### src/rtl/lfsr_pkg.sv
// rtl/lfsr_pkg.sv - shared LFSR state encoding, default tap masks and next-state function
package lfsr_pkg;

  typedef enum logic {
    IDLE   = 1'b0,
    SEARCH = 1'b1
  } dec_state_t;

  // Maximal-length XNOR tap masks, bit i set means state bit i feeds back.
  function automatic logic [31:0] lfsr_default_taps(input int len);
    case (len)
      4:       return 32'h0000_000C;
      5:       return 32'h0000_0014;
      6:       return 32'h0000_0030;
      7:       return 32'h0000_0060;
      8:       return 32'h0000_00B8;
      9:       return 32'h0000_0110;
      10:      return 32'h0000_0240;
      11:      return 32'h0000_0500;
      12:      return 32'h0000_0829;
      13:      return 32'h0000_100D;
      14:      return 32'h0000_2015;
      15:      return 32'h0000_6000;
      16:      return 32'h0000_D008;
      17:      return 32'h0001_2000;
      18:      return 32'h0002_0400;
      19:      return 32'h0004_0023;
      20:      return 32'h0009_0000;
      21:      return 32'h0014_0000;
      22:      return 32'h0030_0000;
      23:      return 32'h0042_0000;
      24:      return 32'h00E1_0000;
      25:      return 32'h0120_0000;
      26:      return 32'h0200_0023;
      27:      return 32'h0400_0013;
      28:      return 32'h0900_0000;
      29:      return 32'h1400_0000;
      30:      return 32'h2000_0029;
      31:      return 32'h4800_0000;
      32:      return 32'h8020_0003;
      default: return 32'h0000_0000;
    endcase
  endfunction

  // Fibonacci XNOR step; identical to the versatile counter so both walk the same sequence.
  function automatic logic [31:0] lfsr_next(input logic [31:0] s, input logic [31:0] taps,
                                            input int len);
    logic [31:0] mask;
    logic        fb;
    mask = (len >= 32) ? 32'hFFFF_FFFF : ((32'd1 << len) - 32'd1);
    fb   = ~^(s & taps & mask);
    return ((s << 1) | {31'd0, fb}) & mask;
  endfunction

endpackage

### src/rtl/lfsr_step.sv
// rtl/lfsr_step.sv - combinational one-step LFSR next-state of width LENGTH
module lfsr_step
  import lfsr_pkg::*;
#(
  parameter int              LENGTH = 8,
  parameter logic [LENGTH-1:0] TAPS = LENGTH'(lfsr_default_taps(LENGTH))
) (
  input  logic [LENGTH-1:0] s,
  output logic [LENGTH-1:0] nxt
);

  // Advance the state by one LFSR step using the shared polynomial.
  always_comb begin
    nxt = LENGTH'(lfsr_next(32'(s), 32'(TAPS), LENGTH));
  end

endmodule

### src/rtl/lfsr_decoder.sv
// rtl/lfsr_decoder.sv - LFSR code to binary index decoder; LFSR_DECODER_ABORT_EN adds an abort input
module lfsr_decoder
  import lfsr_pkg::*;
#(
  parameter int                LENGTH = 8,
  parameter logic [LENGTH-1:0] TAPS   = LENGTH'(lfsr_default_taps(LENGTH)),
  parameter logic [LENGTH-1:0] SEED   = '0
) (
  input  logic              clk,
  input  logic              rst,
  input  logic              cke,
  input  logic              start,
`ifdef LFSR_DECODER_ABORT_EN
  input  logic              abort,
`endif
  input  logic [LENGTH-1:0] lfsr_in,
  output logic              busy,
  output logic              done,
  output logic [LENGTH-1:0] index,
  output logic              err
);

  // The walker visits every sequence state within this many steps; beyond it the code is the lockup state.
  localparam logic [LENGTH-1:0] CNT_LIMIT = {{(LENGTH-1){1'b1}}, 1'b0};

  dec_state_t        state;
  dec_state_t        state_nxt;
  logic [LENGTH-1:0] capt;
  logic [LENGTH-1:0] walker;
  logic [LENGTH-1:0] walker_nxt;
  logic [LENGTH-1:0] cnt;
  logic              match;
  logic              at_limit;
  logic              abort_hit;

`ifdef LFSR_DECODER_ABORT_EN
  assign abort_hit = abort && (state == SEARCH);
`else
  assign abort_hit = 1'b0;
`endif

  assign match    = (walker == capt);
  assign at_limit = (cnt == CNT_LIMIT);

  lfsr_step #(
    .LENGTH (LENGTH),
    .TAPS   (TAPS)
  ) u_walker_step (
    .s   (walker),
    .nxt (walker_nxt)
  );

  // State register.
  always_ff @(posedge clk or negedge rst) begin
    if (!rst) begin
      state <= IDLE;
    end else begin
      state <= state_nxt;
    end
  end

  // Next state: start leaves IDLE without cke; a search ends on abort, or on match/limit with cke.
  always_comb begin
    state_nxt = state;
    case (state)
      IDLE: begin
        if (start) begin
          state_nxt = SEARCH;
        end
      end
      SEARCH: begin
        if (abort_hit) begin
          state_nxt = IDLE;
        end else if (cke && (match || at_limit)) begin
          state_nxt = IDLE;
        end
      end
      default: state_nxt = IDLE;
    endcase
  end

  // Outputs decoded from state.
  always_comb begin
    busy = (state == SEARCH);
  end

  // Search datapath: capture on accept, walk on enabled edges, latch the result with a one-cycle done.
  always_ff @(posedge clk or negedge rst) begin
    if (!rst) begin
      capt   <= '0;
      walker <= '0;
      cnt    <= '0;
      index  <= '0;
      err    <= 1'b0;
      done   <= 1'b0;
    end else begin
      done <= 1'b0;
      case (state)
        IDLE: begin
          if (start) begin
            capt   <= lfsr_in;
            walker <= SEED;
            cnt    <= '0;
          end
        end
        SEARCH: begin
          if (!abort_hit && cke) begin
            if (match) begin
              index <= cnt;
              err   <= 1'b0;
              done  <= 1'b1;
            end else if (at_limit) begin
              index <= '1;
              err   <= 1'b1;
              done  <= 1'b1;
            end else begin
              walker <= walker_nxt;
              cnt    <= cnt + 1'b1;
            end
          end
        end
        default: ;
      endcase
    end
  end

endmodule

### config.mk
export PLATFORM = sky130hd
export DESIGN_NAME = lfsr_decoder
export DESIGN_NICKNAME = d
export VERILOG_FILES = /design/src/rtl/lfsr_pkg.sv /design/src/rtl/lfsr_step.sv /design/src/rtl/lfsr_decoder.sv
export SDC_FILE = /design/constraint.sdc
export NUM_CORES = 1
export LEC_CHECK = 0
export ABC_AREA = 1
export BUFFER_PORTS_ARGS = -buffer_cell sky130_fd_sc_hd__buf_2
export CAP_MARGIN = 20
export CORE_ASPECT_RATIO = 0.7
export CORE_MARGIN = 4
export CORE_UTILIZATION = 61
export DETAILED_ROUTE_END_ITERATION = 12
export GPL_ROUTABILITY_DRIVEN = 0
export PLACE_DENSITY = 0.89
export SLEW_MARGIN = 20
export SYNTH_ARGS = -nofsm -noshare
export SYNTH_HDL_FRONTEND = slang
export SYNTH_SLANG_ARGS = --single-unit
### constraint.sdc
create_clock -name clk -period 2.3 [get_ports clk]
set_input_delay 0.345 -clock clk [delete_from_list [all_inputs] [get_ports clk]]
set_output_delay 0.345 -clock clk [all_outputs]
set_load 0.005 [all_outputs]
# Yosys cells after proc, flatten, opt, wreduce, memory -nomap -nowiden

Cells that the tools add are included.

Register bits: 35
Output and inout bits: 11

Add/subtract/negate cells: 1
Equal/unequal tests: 6
Muxes and demuxes: 20
Bitwise gates (word level): 2
Reduce and logical (&&, ||, !) cells: 7

Operators with widths:

| kind                  | count |
|---|---|
| $mux W8               | 9 |
| $pmux W8 S2           | 2 |
| $reduce_xnor A32 Y1   | 1 |
| $add A8 B1 Y8 const B | 1 |
| $eq A8 B8 Y1          | 1 |
| $eq A8 B8 Y1 const B  | 1 |
| $mux W1               | 8 |
| $ne A2 B2 Y1 const B  | 4 |
| $or A8 B1 Y8          | 1 |
| $reduce_and A4 Y1     | 1 |
| $reduce_and A3 Y1     | 1 |
| $pmux W1 S2           | 1 |
| $reduce_and A2 Y1     | 1 |
| $reduce_bool A2 Y1    | 1 |
| $logic_and A1 B1 Y1   | 1 |
| $logic_or A1 B1 Y1    | 1 |
| $not A1 Y1            | 1 |

# Longest topological paths before layout

Gate-level depths: netlist (run 1).

Depth after elaboration: 6
Mapped depth: 10

# Cells and area by module

From an unflattened synthesis (run 1), not the netlist that was laid out.

Cells, all modules: 238
Area total of the unflattened synthesis: 2004.4 µm²

Modules (own cells, without submodules):

| module       | times used | cells an instance | area each (µm²) |
|---|---|---|---|
| lfsr_decoder | 1          | 217               | 1899.3 |
| lfsr_step    | 1          | 21                | 105.1 |

# Worst setup path after synthesis (run 1)

Ideal clock, no wire load.

Kind: flip-flop to flip-flop
Start point: reg walker[7]
End point: reg cnt[2]
Arrival: 1.235 ns
Setup slack: 0.947 ns
Cell stages (with the launch flop): 7
Buffers on the path: 0
Clock period less this slack: 1.353 ns
Cells stage by stage: dfrtp_1 xnor2_1 nand2_1 nor2_1 nand3_1 nand4_1 nand2_1

Word-level cells in the longest chain between the ends: 3

Ends and longest elaborated chain:

| item                               | RTL line            | RTL |
|---|---|---|
| start: declaration                 | lfsr_decoder.sv:29  | `logic [LENGTH-1:0] walker;` |
| start signal: assignment           | lfsr_decoder.sv:117 | `walker <= walker_nxt;` |
| $eq A8 B8 Y1                       | lfsr_decoder.sv:42  | `assign match = (walker == capt);` |
| $ne A2 B2 Y1 (no source line)      | n/a                 |  |
| $reduce_and A4 Y1 (no source line) | n/a                 |  |
| end signal: assignment             | lfsr_decoder.sv:118 | `cnt <= cnt + 1'b1;` |
| end: declaration                   | lfsr_decoder.sv:31  | `logic [LENGTH-1:0] cnt;` |

No other way between the ends.
A chain may end at the register's enable or synchronous reset.

# Worst setup path in the final report (run 1)

Start point: reg cnt[0]
End point: reg index[7]

Word-level cells in the longest chain between the ends: 3

Ends and longest elaborated chain:

| item                                | RTL line            | RTL |
|---|---|---|
| $eq A8 B8 Y1                        | lfsr_decoder.sv:43  | `assign at_limit = (cnt == CNT_LIMIT);` |
| $reduce_bool A2 Y1 (no source line) | n/a                 |  |
| $reduce_and A3 Y1 (no source line)  | n/a                 |  |
| end signal: assignment              | lfsr_decoder.sv:109 | `index <= cnt;` |
| end: declaration                    | lfsr_decoder.sv:19  | `output logic [LENGTH-1:0] index,` |

No other way between the ends.

==> results of run 1 <==
-- placed cells by master, fill, tap and decap left out --
master,n
nor3_1,2
o211ai_1,1
dfrtp_1,35
nor3_2,1
clkbuf_8,6
xnor2_1,8
inv_2,2
nand2_1,56
mux2_2,5
nor2_2,1
nand3_1,34
a21oi_1,6
o21ai_0,3
nand2_4,3
inv_1,17
ha_1,2
nor2_4,2
nand3_2,1
nor2_1,12
nand3b_1,3
buf_2,22
buf_4,3
nand2_2,1
nand3_4,1
clkinv_2,1
nand4_1,17
-- per-layer routing --
layer / vias up / routed length, um
met5: - / 0
li1: 783 / -
met2: 62 / 1450
met1: 705 / 1860
met3: 7 / 293
met4: 0 / 71
-- worst max-delay path: cells and delay by family (launching register included) --
family                   cells  cell delay (ns)
adder cells (fa/ha/maj)      1             0.16
AND/OR/NAND/NOR              6             0.81
flip-flops                   1             0.40
buffers and inverters        2             0.20
-- area by class of cell --
type	count	share of cell area
Sequential cell	35	0.420
Multi-Input combinational cell	159	0.419
Timing Repair Buffer	25	0.0635
Clock buffer	6	0.0396
Inverter	19	0.0342
Tap cell	36	0.0216
Clock inverter	1	0.00240
-- kinds of logic after synthesis --
logic type | Yosys count
flops | 35
mux | 5
compound gates | 10
simple gates | 134
buf+inv | 27
fa+ha+maj | 2
xor+xnor | 8
-- state kept, by name, summed over array words and instances (netlist names) --
name / cells
done: 1
capt: 8
err: 1
cnt: 8
busy: 1
walker: 8
index: 8
-- through the flow --
step                utilization  std cells  hold slack, ns  area, um2
global route              0.729        281           0.189       2090
detailed placement        0.698        274           0.454       2000
CTS                       0.729        281           0.139       2090
global placement          0.698        274           0.451       2000
floorplan                     -        221          0.0494       1870
finish                    0.729        281           0.109       2090
-- final timing paths --
path / from / to / slack, ns / depth (start not counted)
min: rst / walker[5]$_DFFE_PN0P_ / 0.11 / 1
max reg2reg: cnt[0]$_DFFE_PN0P_ / index[7]$_DFFE_PN0P_ / 0.63 / 9
min in group clk: lfsr_in[6] / capt[6]$_DFFE_PN0P_ / 0.29 / 2
max: cnt[0]$_DFFE_PN0P_ / index[7]$_DFFE_PN0P_ / 0.63 / 9
max in group asynchronous: rst / cnt[7]$_DFFE_PN0P_ / 1.72 / 1
min reg2reg: index[4]$_DFFE_PN0P_ / index[4]$_DFFE_PN0P_ / 0.47 / 2
-- where the power goes --
| group | leakage (nW) | internal, mW | switching (mW) |
|---|---|---|---|
| combinational | 0.635 | 0.319 | 0.405 |
| clock | 0.0470 | 0.235 | 0.209 |
| sequential | 0.448 | 0.832 | 0.176 |
| total | 1.13 | 1.39 | 0.789 |
==> flow_metrics.tcl, run 1 <==
set metrics [dict create \
    p_leak_nw 1.13 \
    yosys_warnings 0 \
    min_period_ns 1.67 \
    wl_per_cell_um 13.1 \
    insertion_delay_ns 0.29 \
    cp_slowest_cell "dfrtp_1" \
    synth_xor_area_frac 0.0375 \
    fin_nets 259 \
    setup_viol 0 \
    synthAdderAreaFrac 0.0134 \
    dr.pass1.iters 4 \
    period_share 0.726 \
    synthArstFlopShare 1.00 \
    grt.busiest_layer "met2" \
    crit_path_frequent_cell "nand2_1" \
    synthCells 221 \
    status "completed" \
    syn_area_mm2 0.00187 \
    seq_area_frac_synth 0.469 \
    synth-edff-count 0 \
    fmax_mhz 599 \
    antenna_found_initial 0 \
    synth_top_area_cell "dfrtp_1" \
    clock_sinks 35 \
    place_ws_ns 0.646 \
    die-area_mm2 0.00403 \
    fin_skew_ns 0.00814 \
    clock_path_buffers 2 \
    synth-simple-area-share 0.359 \
    grt_max_degree 36 \
    grt.met2_usage 0.299 \
    cp-end-kind "flip-flop" \
    gr-total-overflow 0 \
    critPathLaunchType "flip-flop" \
    maxCapViolCount 0 \
    syn_area_per_cell_um2 8.45 \
    grt_first_pass_wirelength_um 6190 \
    setup_tns_ns 0 \
    final_hold_viol_count 0 \
    tightest_slew_ns 0.733 \
    hpwl_um 2690 \
    yosysMostFrequentCell "nand2_1" \
    gr-usage-met3 0.0606 \
    crit_chain "inv_1 -> ha_1 -> nand2_1 -> inv_1 -> nand3_2 -> nand2_4 -> nand2_4 -> nand2_1 -> nand2_1" \
    clkTransAtPathRegs_ns 0.07 \
    io-pin-count 23 \
    multi_input_area_um2 875 \
    hold_buffers 0 \
    synth_area_leaders "dfrtp_1 (47%), nand2_1 (11%), nand3_1 (9.1%)" \
    ant_nets 0 \
    cts_buffers 5 \
    drive_above_1_share 0.200 \
    cts_tree "yes" \
    synthMuxAreaShare 0.0301 \
    num_rows 16 \
    yosys_register_bits 35 \
    synth_top_family_by_area "simple AND/OR/NAND/NOR gates" \
    worstSetupPathType "flip-flop to flip-flop" \
    cp.required_ns 2.48 \
    via_per_inst 5.54 \
    fillers 231 \
    slowest_delay_ns 0.40 \
    yosys-top-cells-count "nand2_1 (56), dfrtp_1 (35), nand3_1 (34)" \
    dieHeight_um 54.3 \
    cp_max_fo 13 \
    die_w_um 74.1 \
    p_total_mw 2.17 \
    io_buffers 22 \
    ctsResizeCount 0 \
    irDropWorstVdd_uv 690 \
    first_global_vias 1317 \
    layout_setup_ws_ns 0.630 \
    hp-class "primary input to async pin" \
    drt_iter0_drc 95 \
    core_area_mm2 0.00286 \
    powerDensity_mw_per_mm2 1040 \
    synth-compound-area-share 0.0281 \
    grt_use_met1 0.295 \
    syn_nets 235 \
    crit_arrival_ns 1.85 \
    cts_setup_buffers 0 \
    route.detailed.drc 0 \
    diodes 0 \
    grt_use_total 0.211 \
    slew_headroom 0.511 \
    cts_max_level 2 \
    initial_utilization 0.653 \
    area.growth.synth_to_final_pct 11.7 \
    synth_top_area_share 0.469 \
    seq_area_um2 876 \
    ys_types 26 \
    final_max_slew_viol_count 0 \
    vias 1557 \
    root_buffer "clkbuf_8" \
    ys.flop_type "dfrtp_1" \
    finalWirelength_um 3670 \
    rsz0062_at_grt "false" \
]
(Power assumes the default switching activity.)
==> run 2, diff against run 1 <==
--- a/config.mk
+++ b/config.mk
@@ -10,10 +10,10 @@
 export CAP_MARGIN = 20
 export CORE_ASPECT_RATIO = 0.7
 export CORE_MARGIN = 4
-export CORE_UTILIZATION = 61
+export CORE_UTILIZATION = 51
 export DETAILED_ROUTE_END_ITERATION = 12
 export GPL_ROUTABILITY_DRIVEN = 0
-export PLACE_DENSITY = 0.89
+export PLACE_DENSITY = 0.8
 export SLEW_MARGIN = 20
 export SYNTH_ARGS = -nofsm -noshare
 export SYNTH_HDL_FRONTEND = slang
==> constraint.sdc (replaced) <==
create_clock -name clk -period 1.4 [get_ports clk]
set_input_delay 0.21 -clock clk [delete_from_list [all_inputs] [get_ports clk]]
set_output_delay 0.21 -clock clk [all_outputs]
set_load 0.005 [all_outputs]
==> run 2 against run 1 <==
Effect of this change: the flow now finishes with violations (negative setup slack); sequential share of layout area shrank 8.2 points; global-route usage fell by 0.74 points; sequential power is 64% higher; die area increased by 17%; sequential cell count stayed put; clock power is 60% higher; core utilization rose by 0.96 points; maximum frequency grew 9.8%; clock skew increased by 0.0052 ns; cell area grew 24%; first-iteration DRC count grew to 2.9 times the previous value; wire length up 42%; critical endpoint is now walker[1]$_DFFE_PN0P_; largest power group is now combinational logic.
==> flow_metrics.tcl, run 2 (synthesis gave the netlist of run 1 again) <==
set metrics [dict create \
    tightest_slew_ns 0.341 \
    core_area_mm2 0.00351 \
    layout_commonest_cell "nand2_1" \
    maxCapViolCount 0 \
    violations "negative setup slack" \
    cp_max_fo 7 \
    die_w_um 80.3 \
    final_max_slew_viol_count 0 \
    cts_max_level 2 \
    hold_path_depth 2 \
    p_total_mw 4.22 \
    via_per_inst 5.56 \
    cp-end-kind "flip-flop" \
    num_rows 18 \
    cts_buffers 5 \
    finalWirelength_um 5210 \
    crit_arrival_ns 1.70 \
    fin_skew_ns 0.0134 \
    io_buffers 22 \
    setup_viol 26 \
    fin_cells 332 \
    dieHeight_um 58.6 \
    cp.required_ns 1.58 \
    clock_sinks 35 \
    ant_nets 0 \
    holdWs_ns 0.151 \
    cp_top_family "simple AND/OR/NAND/NOR gates" \
    p_leak_nw 1.33 \
    antenna_found_initial 0 \
    drt_iter0_drc 275 \
    irDropWorstVdd_uv 1090 \
    gr-total-overflow 0 \
    cts_tree "yes" \
    clock_path_buffers 2 \
    status "complete, but fails checks" \
    r2r_cells 9 \
    root_buffer "clkbuf_8" \
    hpwl_um 3040 \
    crit_path_frequent_cell "nand2_1" \
    dr.pass1.iters 5 \
    die-area_mm2 0.00471 \
    fin_nets 295 \
    hp-class "primary input to flip-flop" \
    min_period_ns 1.52 \
    slowest_delay_ns 0.41 \
    fmax_mhz 657 \
    grt_max_degree 36 \
    crit_chain "inv_1 -> nand2_1 -> nand2_1 -> nand2_2 -> nor2_4 -> nand2_4 -> buf_2 -> nand4_1 -> nand2_1" \
    insertion_delay_ns 0.29 \
    period_share 1.09 \
    slew_headroom 0.773 \
    final_util 0.739 \
    mostFrequentLayoutCells "nand2_1 (43), dfrtp_1 (34), buf_4 (26), buf_2 (24), nand3_1 (20)" \
    worstSetupPathType "flip-flop to flip-flop" \
    vias 1846 \
    area.growth.synth_to_final_pct 38.9 \
    first_global_vias 1578 \
    stdcell_area_mm2 0.00259 \
    wl_per_cell_um 15.7 \
    drive_above_1_share 0.429 \
    layout_setup_ws_ns -0.121 \
    critPathLaunchType "flip-flop" \
    cp_slowest_cell "dfrtp_1" \
    initial_utilization 0.532 \
    grt_use_total 0.204 \
    rsz0062_at_grt "true" \
    route.detailed.drc 0 \
    grt_first_pass_wirelength_um 7270 \
    clkTransAtPathRegs_ns 0.07 \
    cp.depth 9 \
    final_hold_viol_count 0 \
    diodes 0 \
    dp_cells 310 \
    powerDensity_mw_per_mm2 1630 \
    placed_area_mm2 0.00221 \
    cp_num_buf_inv 2 \
    io-pin-count 23 \
]
-- run 2: routing by layer --
layer / track usage / up-vias / routed length [um]
met3: 0.0459 / 25 / 457
met4: 0.0892 / 0 / 176
met2: 0.291 / 110 / 2330
li1: - / 863 / -
met5: 0 / - / 0
met1: 0.297 / 848 / 2250
-- run 2: worst paths after layout --
check / from / end / slack, ns
hold reg to reg: err$_DFFE_PN0P_ / err$_DFFE_PN0P_ / 0.48
min in group asynchronous: rst / index[0]$_DFFE_PN0P_ / 0.42
hold / removal: lfsr_in[3] / capt[3]$_DFFE_PN0P_ / 0.15
setup reg to reg: capt[5]$_DFFE_PN0P_ / walker[1]$_DFFE_PN0P_ / -0.12
setup / recovery: capt[5]$_DFFE_PN0P_ / walker[1]$_DFFE_PN0P_ / -0.12
max in group asynchronous: rst / cnt[1]$_DFFE_PN0P_ / 0.80
-- run 2: final cells by class --
cell class                      instances  area (um2)
Multi-Input combinational cell        161        1070
Fill cell                             251         918
Sequential cell                        35         877
Timing Repair Buffer                   59         433
Clock buffer                            7        76.3
Inverter                               19        71.3
Tap cell                               50        62.6
Clock inverter                          1        5.00
-- run 2: power by group --
| group | internal [mW] | switching, mW |
|---|---|---|
| Sequential | 1.37 | 0.290 |
| Combinational | 0.887 | 0.961 |
| Clock | 0.349 | 0.359 |
| Total | 2.61 | 1.61 |
-- run 2: worst reg2reg max path, cell delays in order, from the launching register on --
cell,delay [ns]
dfrtp_1,0.41
inv_1,0.12
nand2_1,0.07
nand2_1,0.07
nand2_2,0.09
nor2_4,0.15
nand2_4,0.14
buf_2,0.19
nand4_1,0.10
nand2_1,0.08
-- run 2: per-stage QoR --
stage	TNS, ns	setup WS (ns)
CTS	0	0.00150
finish	-1.73	-0.121
floorplan	0	0.0468
detailed placement	-0.516	-0.0592
global route	-3.04	-0.151
global placement	-0.0789	-0.0111
-- run 2: repair_timing --
| action | in CTS | in global routing |
|---|---|---|
| hold buffers | 1 | 0 |
| pin swaps | 2 | 26 |
| endpoints found under the hold margin | 35 | 0 |
| setup endpoints to repair | 25 | 27 |
| buffers inserted | 3 | 6 |
| gates cloned | 0 | 4 |
| gates resized for setup | 1 | 52 |
